<file path="config.mk">
export PLATFORM = sky130hd
export DESIGN_NAME = elevator_dispatcher
export DESIGN_NICKNAME = d
export VERILOG_FILES = /design/src/rtl/elevator_pkg.sv /design/src/rtl/elevator_dispatcher_cost.sv /design/src/rtl/elevator_dispatcher.sv
export SDC_FILE = /design/constraint.sdc
export NUM_CORES = 1
export LEC_CHECK = 0
export CAP_MARGIN = 20
export CORE_MARGIN = 3
export CORE_UTILIZATION = 29
export DETAILED_ROUTE_END_ITERATION = 16
export HOLD_SLACK_MARGIN = 0.03
export PLACE_DENSITY = 0.59
export SYNTH_ARGS = -nofsm -noshare
export SYNTH_HDL_FRONTEND = slang
export SYNTH_HIERARCHICAL = 1
export SYNTH_SLANG_ARGS = --single-unit
</file>
<file path="constraint.sdc">
create_clock -name clk -period 3.5 [get_ports clk]
set_input_delay 0.35 -clock clk [delete_from_list [all_inputs] [get_ports clk]]
set_output_delay 0.35 -clock clk [all_outputs]
set_load 0.05 [all_outputs]
</file>
<file path="src/rtl/elevator_pkg.sv">
// ---------------------------------------------------------------------------
// elevator_pkg
//   Shared definitions for the two-car group dispatcher:
//     - default floor count and wrong-way penalty
//     - car motion encoding (DIR_IDLE / DIR_UP / DIR_DOWN; 2'b11 reads as idle)
//     - dispatcher FSM state enum
//     - slot decode helpers. Slots 0..FLOORS-1 are up-calls and slots
//       FLOORS..2*FLOORS-1 are down-calls.
// ---------------------------------------------------------------------------
package elevator_pkg;

   localparam int FLOORS_DEF  = 8;
   localparam int PENALTY_DEF = 16;

   localparam logic [1:0] DIR_IDLE = 2'b00;
   localparam logic [1:0] DIR_UP   = 2'b01;
   localparam logic [1:0] DIR_DOWN = 2'b10;

   typedef enum logic [1:0] {
      ST_IDLE  = 2'd0,
      ST_EVAL  = 2'd1,
      ST_OFFER = 2'd2
   } state_t;

   // Floor index addressed by a slot.
   function automatic int slot_floor(input int slot, input int floors);
      return (slot < floors) ? slot : slot - floors;
   endfunction

   // 1 when the slot holds an up-call.
   function automatic logic slot_is_up(input int slot, input int floors);
      return (slot < floors);
   endfunction

endpackage

</file>
<file path="src/rtl/elevator_dispatcher_cost.sv">
// ---------------------------------------------------------------------------
// dispatch_cost
//   Combinational cost of sending one car to one hall call.
//   Ports:
//     i_en       car in service (a disabled car reports all-ones cost)
//     i_pos      car current floor
//     i_dir      car motion (DIR_IDLE / DIR_UP / DIR_DOWN, 2'b11 = idle)
//     i_floor    call floor
//     i_call_up  call direction, 1 = up
//     o_cost     distance, plus PENALTY when the car moves away from the
//                call or against its direction
// ---------------------------------------------------------------------------
module dispatch_cost
   import elevator_pkg::*;
#(
   parameter  int FLOORS  = FLOORS_DEF,
   parameter  int PENALTY = PENALTY_DEF,
   localparam int FW      = $clog2(FLOORS),
   localparam int CW      = $clog2(FLOORS + PENALTY) + 1
) (
   input  logic          i_en,
   input  logic [FW-1:0] i_pos,
   input  logic [1:0]    i_dir,
   input  logic [FW-1:0] i_floor,
   input  logic          i_call_up,
   output logic [CW-1:0] o_cost
);

   logic [FW-1:0] w_dist;
   logic          w_on_the_way;

   always_comb begin
      w_dist       = (i_pos > i_floor) ? (i_pos - i_floor) : (i_floor - i_pos);
      w_on_the_way = 1'b1;
      case (i_dir)
         DIR_UP:   w_on_the_way = (i_floor >= i_pos) &&  i_call_up;
         DIR_DOWN: w_on_the_way = (i_floor <= i_pos) && !i_call_up;
         default:  w_on_the_way = 1'b1;   // idle, and 2'b11 treated as idle
      endcase
   end

   always_comb begin
      o_cost = '1;
      if (i_en) begin
         if (w_on_the_way) o_cost = CW'(w_dist);
         else              o_cost = CW'(w_dist) + CW'(PENALTY);
      end
   end

endmodule

</file>
<file path="src/rtl/elevator_dispatcher.sv">
// ---------------------------------------------------------------------------
// elevator_dispatcher
//   Shares hall calls between two cars. Pending, unassigned calls are scanned
//   round-robin from a pointer; the chosen call is costed for both cars and
//   offered to the cheaper enabled car. Accepted calls are held in a mask
//   until their hall button clears, so no call is dispatched twice.
//
//   Ports:
//     clk, reset         clock, synchronous active-high reset
//     i_hall_up/down     pending hall calls (level, held until serviced)
//     i_car_en           per-car in-service flags
//     i_car0/1_pos       car floor indices
//     i_car0/1_dir       car motion (00 idle, 01 up, 10 down, 11 idle)
//     o_asg_valid        assignment offered
//     o_asg_car          target car
//     o_asg_floor        call floor
//     o_asg_dir          call direction (1 up, 0 down)
//     i_asg_ready        target car accepts
//     o_asg_mask         assigned calls: [F-1:0] up, [2F-1:F] down
//     o_state            FSM state, for observation
//
//   Handshake: o_asg_valid/car/floor/dir are held stable while in OFFER until
//   a cycle with i_asg_ready=1 transfers the assignment. The offer is
//   withdrawn instead (no transfer, ready ignored) in any cycle where the
//   offered hall bit or the target car's enable is low.
// ---------------------------------------------------------------------------
module elevator_dispatcher
   import elevator_pkg::*;
#(
   parameter  int FLOORS  = FLOORS_DEF,
   parameter  int PENALTY = PENALTY_DEF,
   localparam int FW      = $clog2(FLOORS),
   localparam int SLOTS   = 2 * FLOORS,
   localparam int SW      = $clog2(SLOTS),
   localparam int CW      = $clog2(FLOORS + PENALTY) + 1
) (
   input  logic             clk,
   input  logic             reset,
   input  logic [FLOORS-1:0] i_hall_up,
   input  logic [FLOORS-1:0] i_hall_down,
   input  logic [1:0]       i_car_en,
   input  logic [FW-1:0]    i_car0_pos,
   input  logic [FW-1:0]    i_car1_pos,
   input  logic [1:0]       i_car0_dir,
   input  logic [1:0]       i_car1_dir,
   output logic             o_asg_valid,
   output logic             o_asg_car,
   output logic [FW-1:0]    o_asg_floor,
   output logic             o_asg_dir,
   input  logic             i_asg_ready,
   output logic [SLOTS-1:0] o_asg_mask,
   output logic [1:0]       o_state
);

   // Up at the top floor and down at the bottom floor cannot exist.
   localparam logic [SLOTS-1:0] INVALID_SLOTS = SLOTS'(3) << (FLOORS - 1);
   localparam logic [SLOTS-1:0] VALID_SLOTS   = ~INVALID_SLOTS;

   state_t           r_state;
   state_t           w_state_next;
   logic [SW-1:0]    r_ptr;
   logic [SW-1:0]    r_slot;
   logic             r_fair;
   logic [SLOTS-1:0] r_mask;
   logic             r_asg_car;
   logic [FW-1:0]    r_asg_floor;
   logic             r_asg_dir;

   logic [SLOTS-1:0] w_pending;
   logic [SLOTS-1:0] w_eligible;
   logic             w_found;
   logic [SW-1:0]    w_pick;
   logic [SW-1:0]    w_scan_idx;
   logic             w_any_en;
   logic [FW-1:0]    w_call_floor;
   logic             w_call_up;
   logic [CW-1:0]    w_cost0;
   logic [CW-1:0]    w_cost1;
   logic             w_pick_car;
   logic             w_cancel;
   logic             w_accept;
   logic [SW-1:0]    w_ptr_next;

   assign w_pending  = {i_hall_down, i_hall_up};
   assign w_eligible = w_pending & ~r_mask & VALID_SLOTS;
   assign w_any_en   = |i_car_en;

   // First eligible slot at or after the pointer, wrapping.
   always_comb begin
      w_found    = 1'b0;
      w_pick     = '0;
      w_scan_idx = '0;
      for (int k = 0; k < SLOTS; k++) begin
         w_scan_idx = SW'((int'(r_ptr) + k) % SLOTS);
         if (!w_found && w_eligible[w_scan_idx]) begin
            w_found = 1'b1;
            w_pick  = w_scan_idx;
         end
      end
   end

   assign w_call_floor = FW'(slot_floor(int'(r_slot), FLOORS));
   assign w_call_up    = slot_is_up(int'(r_slot), FLOORS);

   dispatch_cost #(.FLOORS(FLOORS), .PENALTY(PENALTY)) u_cost0 (
      .i_en      (i_car_en[0]),
      .i_pos     (i_car0_pos),
      .i_dir     (i_car0_dir),
      .i_floor   (w_call_floor),
      .i_call_up (w_call_up),
      .o_cost    (w_cost0)
   );

   dispatch_cost #(.FLOORS(FLOORS), .PENALTY(PENALTY)) u_cost1 (
      .i_en      (i_car_en[1]),
      .i_pos     (i_car1_pos),
      .i_dir     (i_car1_dir),
      .i_floor   (w_call_floor),
      .i_call_up (w_call_up),
      .o_cost    (w_cost1)
   );

   // Ties go to the car named by the fairness bit. An enabled car always
   // costs less than all-ones, so a tie never selects a disabled car unless
   // both are disabled, which EVAL filters out.
   always_comb begin
      if (w_cost1 < w_cost0)      w_pick_car = 1'b1;
      else if (w_cost0 < w_cost1) w_pick_car = 1'b0;
      else                        w_pick_car = r_fair;
   end

   // Cancel takes priority over ready in the same cycle.
   assign w_cancel = (r_state == ST_OFFER) &&
                     (!w_pending[r_slot] || !i_car_en[r_asg_car]);
   assign w_accept = (r_state == ST_OFFER) && i_asg_ready && !w_cancel;

   assign w_ptr_next = (r_slot == SW'(SLOTS - 1)) ? '0 : r_slot + SW'(1);

   // FSM: state register
   always_ff @(posedge clk) begin
      if (reset) r_state <= ST_IDLE;
      else       r_state <= w_state_next;
   end

   // FSM: next state
   always_comb begin
      w_state_next = r_state;
      case (r_state)
         ST_IDLE:  if (w_found && w_any_en) w_state_next = ST_EVAL;
         ST_EVAL:  w_state_next = w_any_en ? ST_OFFER : ST_IDLE;
         ST_OFFER: if (w_cancel || w_accept) w_state_next = ST_IDLE;
         default:  w_state_next = ST_IDLE;
      endcase
   end

   // FSM: outputs
   always_comb begin
      o_asg_valid = (r_state == ST_OFFER);
      o_state     = r_state;
   end

   assign o_asg_car   = r_asg_car;
   assign o_asg_floor = r_asg_floor;
   assign o_asg_dir   = r_asg_dir;
   assign o_asg_mask  = r_mask;

   // Datapath: scan pointer, selected slot, assignment, fairness, mask.
   always_ff @(posedge clk) begin
      if (reset) begin
         r_ptr       <= '0;
         r_slot      <= '0;
         r_fair      <= 1'b0;
         r_mask      <= '0;
         r_asg_car   <= 1'b0;
         r_asg_floor <= '0;
         r_asg_dir   <= 1'b0;
      end else begin
         // A call that drops frees its mask bit; an accepted call claims one.
         r_mask <= (r_mask & w_pending) | (w_accept ? (SLOTS'(1) << r_slot) : '0);

         if (r_state == ST_IDLE && w_found && w_any_en)
            r_slot <= w_pick;

         if (r_state == ST_EVAL) begin
            r_asg_car   <= w_pick_car;
            r_asg_floor <= w_call_floor;
            r_asg_dir   <= w_call_up;
         end

         if (w_accept) begin
            r_ptr  <= w_ptr_next;
            r_fair <= ~r_asg_car;
         end
      end
   end

endmodule

</file>
==> summary.md, run 1 <==
| Metric | Value |
|---|---|
| Outcome | complete, no violations |
| Final Hold Vio Count | 0 |
| Vias per inst | 5.38 |
| Leakage | 2.69 nW |
| CP Data Arrival Time | 3.56 ns |
| DP Worst Slack | -0.0652 ns |
| Total GRT Usage | 18.3% |
| Yosys cell types | 88 |
| Worst-path maximum fanout | 6 |
| Via count | 5128 |
| GRT overflow | 0 |
| Largest family of logic cells by synthesized area | compound AO/OA/AOI/OAI gates |
| Crit path top cell by count | buf_4 |
| Adder-Cell Fraction of Synth Area | 10.5% |
| Worst Max-Slew Pin Slew | 0.582 ns |
| Fin cells | 953 |
| Hold Crit Start | o_asg_floor[1] |
| Worst setup startpoint | r_ptr[1] |
| Syn nets | 666 |
| Share of Yosys cell area claimed by the top area cell type | 13.0% |
| CP max-delay cell | mux4_2 |
| Clock sinks | 32 |
| Crit-path max cell delay | 0.52 ns |
| CP Class | reg2reg |
| Number of CTS-inserted buffers | 5 |
| Hold slack final | 0.451 ns |
| Post-route ant nets | 0 |
| Final worst setup slack | 0.103 ns |
| Die area | 0.0186 mm² |
| Avg Cell Area, Syn | 8.29 µm² |
| Worst setup EP type | flop |
| Ys Warns | 6 |
| Mux contribution to synthesized area | 17.6% |
| Share of cells above drive strength 1 | 25.8% |
| WL final | 16800 µm |
| Area Growth Syn to Fin | 34.5% |
| Reg-to-Reg Start | r_ptr[1] |
| Final total power | 1.49 mW |
| Post-Route Utilization | 39.9% |
| Setup Viol. Count Final | 0 |
| Type of origin of the critical path | flop |
| Post-synth EDFFs | 0 |
| Worst skew pair latency | 0.28 ns |
| Reg2Reg Setup Slack | 0.10 ns |
| Reg2Reg Capture Point | r_slot[0] |
| Area contributors post-synth | dfxtp_1 (13%), mux4_2 (10%), ha_1 (8.9%), mux2i_1 (4.7%), nor2_1 (4.4%) |
| Layout net count | 802 |
| DR pass1 iterations | 5 |
| XOR/XNOR Fraction of Synth Area | 2.86% |
| CTS max path bufs | 2 |
| Synth Area in Simple Gates | 23.2% |
| Slew Limit Fails | 0 |
| Number of synthesized register bits | 32 |
| ANT cells | 0 |
| Worst path cell trace | inv_2 > ha_4 > buf_4 > nor4bb_2 > a211oi_2 > mux4_2 > o211ai_1 > nor4_4 > buf_4 > buf_4 > nand3_1 > o211ai_1 > a2bb2oi_1 > o31a_1 |
| Clock transition at path regs | 0.06 ns |
| Crit path time final | 3.40 ns |
| Most frequent cell after synthesis | nor2_1 |
| Die height | 137 µm |
| Setup Skew | 0.00594 ns |
| Worst endpoint required time | 3.67 ns |
| Vias in the first global route | 5036 |
| Final period utilization | 97.0% |
| CTS root buf | clkbuf_16 |
| Seq/Total Area, Yosys | 13.0% |
| Synth cell count leaders | nor2_1 (58), inv_1 (41), nand2_1 (40) |
| Synth Flop Type | dfxtp_1 |
| HP Class | reg2reg |
| Cell Count Post-Placement | 939 |
| Max-slew headroom | 61.2% |
| Area leader, netlist | dfxtp_1 |
| Compound-cell area share of the yosys netlist | 25.2% |
| Wire per inst | 17.6 µm |
| 1st-iter DRT viols | 416 |
| First-pass GRT wire length | 27100 µm |
| PortBufs | 54 |
| Gpl congestion | 0.957 |
| Reg2Reg Depth | 14 |
| Fmax | 0.294 GHz |
| Max capacitance violation total | 0 |
| Synth Instances | 596 |
| Largest net degree at the start of global routing | 39 |
| Core area | 0.0166 mm² |
| H-tree depth | 2 |
| CTS tree | yes |
| Worst VDD drop | 0.000219 V |
| Detailed Place HPWL | 13600 µm |
| Initial antenna violation count | 0 |
| Residual DRC | 0 |
| Ys async rst share | 0% |
| Die W | 137 µm |
| Initial Utilization | 29.7% |
| Num rows | 47 |
| PwrDens | 224 mW/mm² |
| Boundary Pins | 55 |
| Crit path to | r_slot[0] |
| Mapped Area | 0.00494 mm² |
==> routing by layer <==
metal	up-vias	GRT usage (%)	part of all wire, %
met5	-	0	0
met3	33	2.06	4.5
met4	0	6.44	2.7
met2	162	30.3	47
li1	2523	-	-
met1	2410	24.8	46
==> per-stage QoR <==
stage,setup TNS [ns],area (µm²)
floorplan,-0.00540,4960
global placement,-0.213,6330
detailed placement,-0.120,6330
CTS,0,6500
global route,-0.00824,6640
finish,0,6640
==> sequential cells by signal, summed over array words and instances (netlist names) <==
name	flops
o_asg_mask	16
r_ptr	4
r_slot	4
o_asg_floor	3
o_state	2
o_asg_car	1
o_asg_dir	1
r_fair	1
==> cells by family (layout without fill, tap and decap cells) <==
group                      after synthesis  after routing
DFF                                     32             32
adders and majority gates               39             39
buffers and inverters                   78            215
AOI/OAI and AO/OA                      175            175
muxes                                   54             54
xor gates and xnor gates                11             11
and+or+nand+nor                        207            207
==> how the worst min path moves through the flow <==
stage / slack [ns] / endpoint / cells past startpoint
floorplan: 0.46 / r_fair / 2
global placement: 0.45 / o_asg_floor[1] / 2
detailed placement: 0.45 / o_asg_floor[1] / 2
CTS: 0.46 / o_asg_floor[1] / 2
global route: 0.48 / o_asg_floor[1] / 2
finish: 0.45 / o_asg_floor[1] / 2
==> report_power, final <==
group,leakage [nW],internal [mW],switching [mW]
Clock,0.0766,0.280,0.162
Sequential,0.260,0.375,0.0182
Combinational,2.35,0.310,0.344
==> cell usage in the layout, fill, tap and decap left out, types with 16 or more instances in the layout <==
master	synthesis	final
a21oi_1	37	37
a22oi_1	17	16
buf_4	4	105
clkdlybuf4s50_1	0	54
dfxtp_1	32	30
ha_1	35	32
inv_1	41	39
mux2i_1	23	23
mux4_2	23	23
nand2_1	40	40
nand2b_1	18	18
nor2_1	58	58
nor2b_1	21	21
o21ai_0	22	22
==> worst max-delay path: cells and delay by family (launching register included) <==
family | cells | cell delay (ns)
adders and majority gates | 1 | 0.28
and+or+nand+nor | 3 | 0.60
DFF | 1 | 0.37
buffers and inverters | 4 | 0.57
muxes | 1 | 0.52
AOI/OAI and AO/OA | 5 | 0.95
==> layout make-up <==
cell class | instances | area [µm²]
fillers | 1702 | 10000
multi-input cells | 486 | 4020
repair buffers | 163 | 1390
flip-flops and latches | 32 | 643
well taps | 220 | 275
inverters | 44 | 170
clock buffers | 6 | 139
clock inverters | 2 | 10.0
==> timing repair <==
item,CTS,global route
hold buffers,0,0
setup endpoints to repair,2,4
pin swaps,1,4
gates resized for setup,4,22
setup buffers,1,5
endpoints found under the hold margin,0,0
Note: power is estimated with default switching activity, not from simulation.
==> run 2, diff against run 1 <==
Settings changed: DONT_BUFFER_PORTS set to 1, MAX_ROUTING_LAYER set to met4, PLACE_DENSITY 0.59 to 0.55, REMOVE_ABC_BUFFERS set to 1.
==> run 2 against run 1 <==
Global-route usage increased by 1.3 points. Wire length is 5.0% higher. Largest power group unchanged. Sequential power increased by 4%. Non-clock buffer count decreased by 75. Count of clock-buffer cells in the layout shrank 1. Clock power barely moved. Setup slack improved by 0.068 ns. Utilization is 4.3 points lower. Clock skew about the same. Sequential share of layout area up 1.1 points. Fmax up 2.0%.
==> summary.md, run 2 (synthesized netlist as in run 1, its figures left out) <==
| Metric | Value |
|---|---|
| DR pass1 iterations | 5 |
| Worst Max-Slew Pin Slew | 0.905 ns |
| Met3 usage | 2.35% |
| Hold_buf cts | 0 |
| Final period utilization | 95.1% |
| Clock sinks | 32 |
| CTS root buf | clkbuf_16 |
| Residual DRC | 0 |
| Setup Viol. Count Final | 0 |
| Vias per inst | 5.73 |
| Worst VDD drop | 0.000292 V |
| Hold endpoint | o_asg_mask[4] |
| Outcome | complete, no violations |
| Die area | 0.0186 mm² |
| Fin cells | 878 |
| Vias in the first global route | 4943 |
| Post-route ant nets | 0 |
| Die W | 137 µm |
| Type of origin of the critical path | flop |
| ANT cells | 0 |
| RSZ-0062 raised after global routing | no |
| 1st-iter DRT viols | 463 |
| Hold slack final | 0.131 ns |
| Slew Limit Fails | 0 |
| Wire per inst | 20.1 µm |
| Worst-path maximum fanout | 16 |
| Leakage | 2.38 nW |
| Fmax | 0.300 GHz |
| Max-slew headroom | 39.5% |
| Worst skew pair latency | 0.29 ns |
| Most frequent cells in the layout | buf_4 (86), nor2_1 (58), inv_1 (41), nand2_1 (40), a21oi_1 (37) |
| Reg-to-Reg Start | r_ptr[0] |
| Reg2Reg Setup Slack | 0.17 ns |
| CP Class | reg2reg |
| Cell Count Post-Placement | 866 |
| Boundary Pins | 55 |
| CTS max path bufs | 2 |
| CTS tree | yes |
| Gpl congestion | 1.01 |
| CP Data Arrival Time | 3.52 ns |
| Share of cells above drive strength 1 | 24.6% |
| Reg2Reg Capture Point | r_slot[1] |
| Initial antenna violation count | 0 |
| Worst setup EP type | flop |
| PwrDens | 237 mW/mm² |
| WL final | 17700 µm |
| Setup Skew | 0.00615 ns |
| Reg2Reg Depth | 12 |
| Post-Route Utilization | 35.6% |
| Largest register FFs | 16 |
| Max capacitance violation total | 0 |
| GRT overflow | 0 |
| Area Growth Syn to Fin | 20.0% |
| Clock transition at path regs | 0.06 ns |
| H-tree depth | 2 |
| Detailed Place HPWL | 14500 µm |
| Final Hold Vio Count | 0 |
| Worst endpoint required time | 3.69 ns |
| Routing usage on met1 | 25.0% |
| PortBufs | 0 |
| Crit path time final | 3.33 ns |
| Die height | 137 µm |
| Num rows | 47 |
| Via count | 5027 |
| Cell count of the worst hold path | 1 |
| Most used routing layer | met2 |
| Layout net count | 727 |
| Largest net degree at the start of global routing | 34 |
| Grt met2 use | 33.0% |
| Initial Utilization | 29.7% |
| First-pass GRT wire length | 28000 µm |
| Number of CTS-inserted buffers | 5 |
| HP Class | in2reg |
| DP Worst Slack | 0.0198 ns |
| Total GRT Usage | 19.7% |
| Core area | 0.0166 mm² |
| Hold Crit Start | reset |
| Commonest non-fill, non-tap cell in the layout | buf_4 |
| Final worst setup slack | 0.171 ns |
## run 2: changes by cell type in the layout (fill, tap and decap cells not counted), moves of 2 or more
cell             previous run  this run
buf_4                     105        86
clkinv_2                    2         0
clkdlybuf4s50_1            54         0
clkinvlp_4                  0         2
inv_1                      39        41
dfxtp_1                    30        32
dfxtp_2                     2         0
a2111oi_2                   2         0
## run 2: power breakdown
group / switching (mW) / internal [mW] / total [mW]
clock network: 0.179 / 0.264 / 0.443
registers: 0.0333 / 0.375 / 0.408
logic: 0.305 / 0.250 / 0.555
total: 0.517 / 0.889 / 1.41
## run 2: area by class of cell
type / count / area [µm²]
well taps: 220 / 275
clock buffers: 5 / 125
multi-input cells: 486 / 4020
fillers: 1728 / 10700
inverters: 44 / 168
clock inverters: 3 / 23.8
flip-flops and latches: 32 / 641
repair buffers: 88 / 672
## run 2: worst max-delay path: stages (launching register included)
cell      delay [ns]
dfxtp_1         0.33
inv_4           0.07
buf_4           0.27
mux2i_1         0.55
o21ai_0         0.20
mux4_2          0.54
and3b_1         0.32
nand4_4         0.13
buf_4           0.18
o21ai_4         0.20
buf_6           0.15
o31ai_1         0.08
a211oi_1        0.23
## run 2: layer usage
layer  vias to the layer above  part of all wire [%]
li1                       2366                     -
met1                      2452                    42
met2                       182                    49
met3                        27                   7.2
met4                         0                   2.2
met5                         -                     0
## run 2: metrics by stage
step | power, mW | TNS, ns | cell area [µm²]
2_1_floorplan | 0.785 | -3.90 | 4730
3_3_place_gp | 0.946 | 0 | 5630
3_5_place_dp | 0.959 | 0 | 5630
4_1_cts | 1.41 | 0 | 5790
5_1_grt | 1.50 | 0 | 5930
6_report | 1.41 | 0 | 5930
## run 2: how the worst max path moves through the flow
| stage | start | end | cells past startpoint |
|---|---|---|---|
| floorplan | r_ptr[0] | r_slot[0] | 12 |
| global route | r_ptr[2] | r_slot[1] | 12 |
| global placement | r_ptr[1] | r_slot[2] | 11 |
| detailed placement | r_ptr[0] | r_slot[0] | 12 |
| finish | r_ptr[0] | r_slot[1] | 12 |
| CTS | r_ptr[1] | r_slot[0] | 13 |
## run 2: repair_timing
action / in CTS / in global routing
gates cloned: 0 / 0
setup buffers: 0 / 4
setup endpoints to repair: 2 / 4
pin swaps: 0 / 8
gates resized for setup: 1 / 19
==> run 3, diff against run 2 <==
Settings changed: SYNTH_HIERARCHICAL 1 to unset.
==> run 3 against run 2 <==
First-iteration DRC count shrank 16%. Non-clock buffer count grew 2. Synthesized cell count shrank 2.0%. Fmax shrank 4.3%. Largest cell class unchanged. Combinational power shrank 6.5%. Utilization grew 1.1 points. Hold slack gained 0.0021 ns.
==> summary.md, run 3 <==
| Metric | Value |
|---|---|
| Outcome | complete, no violations |
| Die W | 135 µm |
| CP max-delay cell | nor4b_1 |
| Layout net count | 719 |
| WL final | 17600 µm |
| Yosys cell types | 93 |
| CTS root buf | clkbuf_16 |
| Die area | 0.0181 mm² |
| Met1 WL | 7200 µm |
| Worst skew pair latency | 0.28 ns |
| Final period utilization | 99.4% |
| Area contributors post-synth | dfxtp_1 (13%), ha_1 (9.1%), mux4_2 (6.1%), nor2_1 (4.5%), mux2i_1 (4.0%) |
| Cell count of the worst hold path | 1 |
| Largest register FFs | 16 |
| PortBufs | 0 |
| Initial Utilization | 29.9% |
| Residual DRC | 0 |
| Avg Cell Area, Syn | 8.20 µm² |
| Final Hold Vio Count | 0 |
| Detailed Place HPWL | 13900 µm |
| Met2 WL post-DR | 8500 µm |
| Metal3 WL | 1290 µm |
| DR pass1 iterations | 5 |
| Crit path time final | 3.48 ns |
| Wire per inst | 20.3 µm |
| Setup TNS | 0 ns |
| RSZ-0062 raised after global routing | yes |
| Worst VDD drop | 0.000257 V |
| Share of cells above drive strength 1 | 23.2% |
| Worst setup EP type | flop |
| Fill cell count | 1700 |
| Largest net degree at the start of global routing | 55 |
| Vias per inst | 5.72 |
| Fmax | 0.288 GHz |
| HP Class | in2reg |
| Synth Instances | 584 |
| Crit path top cell by count | buf_4 |
| Seq/Total Area, Yosys | 13.4% |
| Placed inst area | 0.00561 mm² |
| Footprint of the multi-input gates | 0.00394 mm² |
| Num rows | 46 |
| Vias in the first global route | 4900 |
| CTS max path bufs | 2 |
| ANT cells | 0 |
| Clock sinks | 32 |
| Most frequent cells in the layout | buf_4 (86), nor2_1 (57), nand2_1 (45), inv_1 (33), ha_1 (32) |
| Clock transition at path regs | 0.06 ns |
| Mapped Area | 0.00479 mm² |
| CTS tree | yes |
| Worst Max-Slew Pin Slew | 0.846 ns |
| Final worst setup slack | 0.0223 ns |
| CP Class | reg2reg |
| Type of origin of the critical path | flop |
| Ys Warns | 0 |
| Slew Limit Fails | 0 |
| Crit-path max cell delay | 0.48 ns |
| Area Growth Syn to Fin | 22.7% |
| Via count | 4956 |
| Number of CTS-inserted buffers | 5 |
| Worst-path maximum fanout | 16 |
| Leakage | 2.39 nW |
| Die height | 135 µm |
| Area leader, netlist | dfxtp_1 |
| Synth Flop Type | dfxtp_1 |
| Synth cell count leaders | nor2_1 (57), nand2_1 (45), ha_1 (35) |
| Register area | 644 µm² |
| GRT overflow | 0 |
| Ys async rst share | 0% |
| Setup Buffers After CTS | 0 |
| Post-route cell area | 0.00588 mm² |
| Max capacitance violation total | 0 |
| Worst path cell trace | clkinv_1 > ha_4 > buf_4 > nor4b_1 > nor4_2 > o32ai_2 > o311ai_4 > buf_4 > nor2_1 > a211oi_1 > a311oi_1 > a2111oi_1 > o41a_1 |
| Number of synthesized register bits | 32 |
| Core area | 0.0160 mm² |
| Worst endpoint required time | 3.66 ns |
| Reg2Reg Depth | 13 |
| Setup Viol. Count Final | 0 |
| Max-slew headroom | 43.4% |
| CP Data Arrival Time | 3.63 ns |
| Hold slack final | 0.133 ns |
| Post-synth EDFFs | 0 |
| Total GRT Usage | 19.9% |
| 1st-iter DRT viols | 391 |
| PwrDens | 242 mW/mm² |
| First-pass GRT wire length | 28100 µm |
| Setup Skew | 0.00817 ns |
| H-tree depth | 2 |
| DP Worst Slack | -0.0185 ns |
| Commonest non-fill, non-tap cell in the layout | buf_4 |
| Post-route ant nets | 0 |
| Share of Yosys cell area claimed by the top area cell type | 13.4% |
| Boundary Pins | 55 |
| Most frequent cell after synthesis | nor2_1 |
| Gpl congestion | 0.950 |
| Final total power | 1.42 mW |
| DR top layer | met4 |
| Initial antenna violation count | 0 |
## run 3: cell types whose count changed after synthesis, sizes merged, moves of 9 or more
cell,change
a21oi,-9
inv,-10
mux4,-10
nor2b,-10
nor4b,+9
a211oi,-11
nor4bb,+13
## run 3: where the power goes
group | internal (mW) | switching [mW]
logic | 0.238 | 0.280
clock network | 0.334 | 0.162
registers | 0.375 | 0.0306
total | 0.948 | 0.473
## run 3: final cells by class
cell class	instances	area share [%]
Tap cell	216	4.60
Clock buffer	6	2.19
Timing Repair Buffer	90	12.2
Sequential cell	32	11.0
Multi-Input combinational cell	484	67.1
Clock inverter	2	0.596
Inverter	36	2.34
## run 3: kinds of logic after synthesis
family	Yosys count	share of synthesized area [%]
DFF	32	13.4
adders and majority gates	39	10.8
buffers and inverters	68	6.29
and+or+nand+nor	232	29.8
AOI/OAI and AO/OA	157	24.2
muxes	40	12.6
xor gates and xnor gates	16	2.92
## run 3: metal layers
| layer | vias to the layer above | track usage (%) |
|---|---|---|
| met4 | 0 | 7.35 |
| li1 | 2353 | - |
| met2 | 205 | 32.8 |
| met5 | - | - |
| met1 | 2364 | 25.4 |
| met3 | 34 | 2.24 |
## run 3: worst paths after layout
| kind | slack (ns) | startpoint | end |
|---|---|---|---|
| max | 0.02 | r_ptr[2] | r_slot[2] |
| min reg2reg | 0.53 | r_fair | r_fair |
| min | 0.13 | reset | o_asg_mask[0] |
| max reg2reg | 0.02 | r_ptr[2] | r_slot[2] |
## run 3: critical path: cells and delay by family (launching register included)
family / cells / cell delay [ns]
buffers and inverters: 3 / 0.51
DFF: 1 / 0.35
AOI/OAI and AO/OA: 6 / 1.53
and+or+nand+nor: 3 / 0.69
adders and majority gates: 1 / 0.27
## run 3: timing repair
action	in CTS	in global routing
hold endpoints to repair	0	0
gates resized for setup	1	18
setup endpoints to repair	2	4
hold buffers	0	0
pin swaps	0	3
## run 3: per-stage QoR
step / util [%] / instances
2_1_floorplan: - / 552
3_3_place_gp: 35.1 / 858
3_5_place_dp: 35.1 / 858
4_1_cts: 36.1 / 866
5_1_grt: 36.7 / 866
6_report: 36.7 / 866
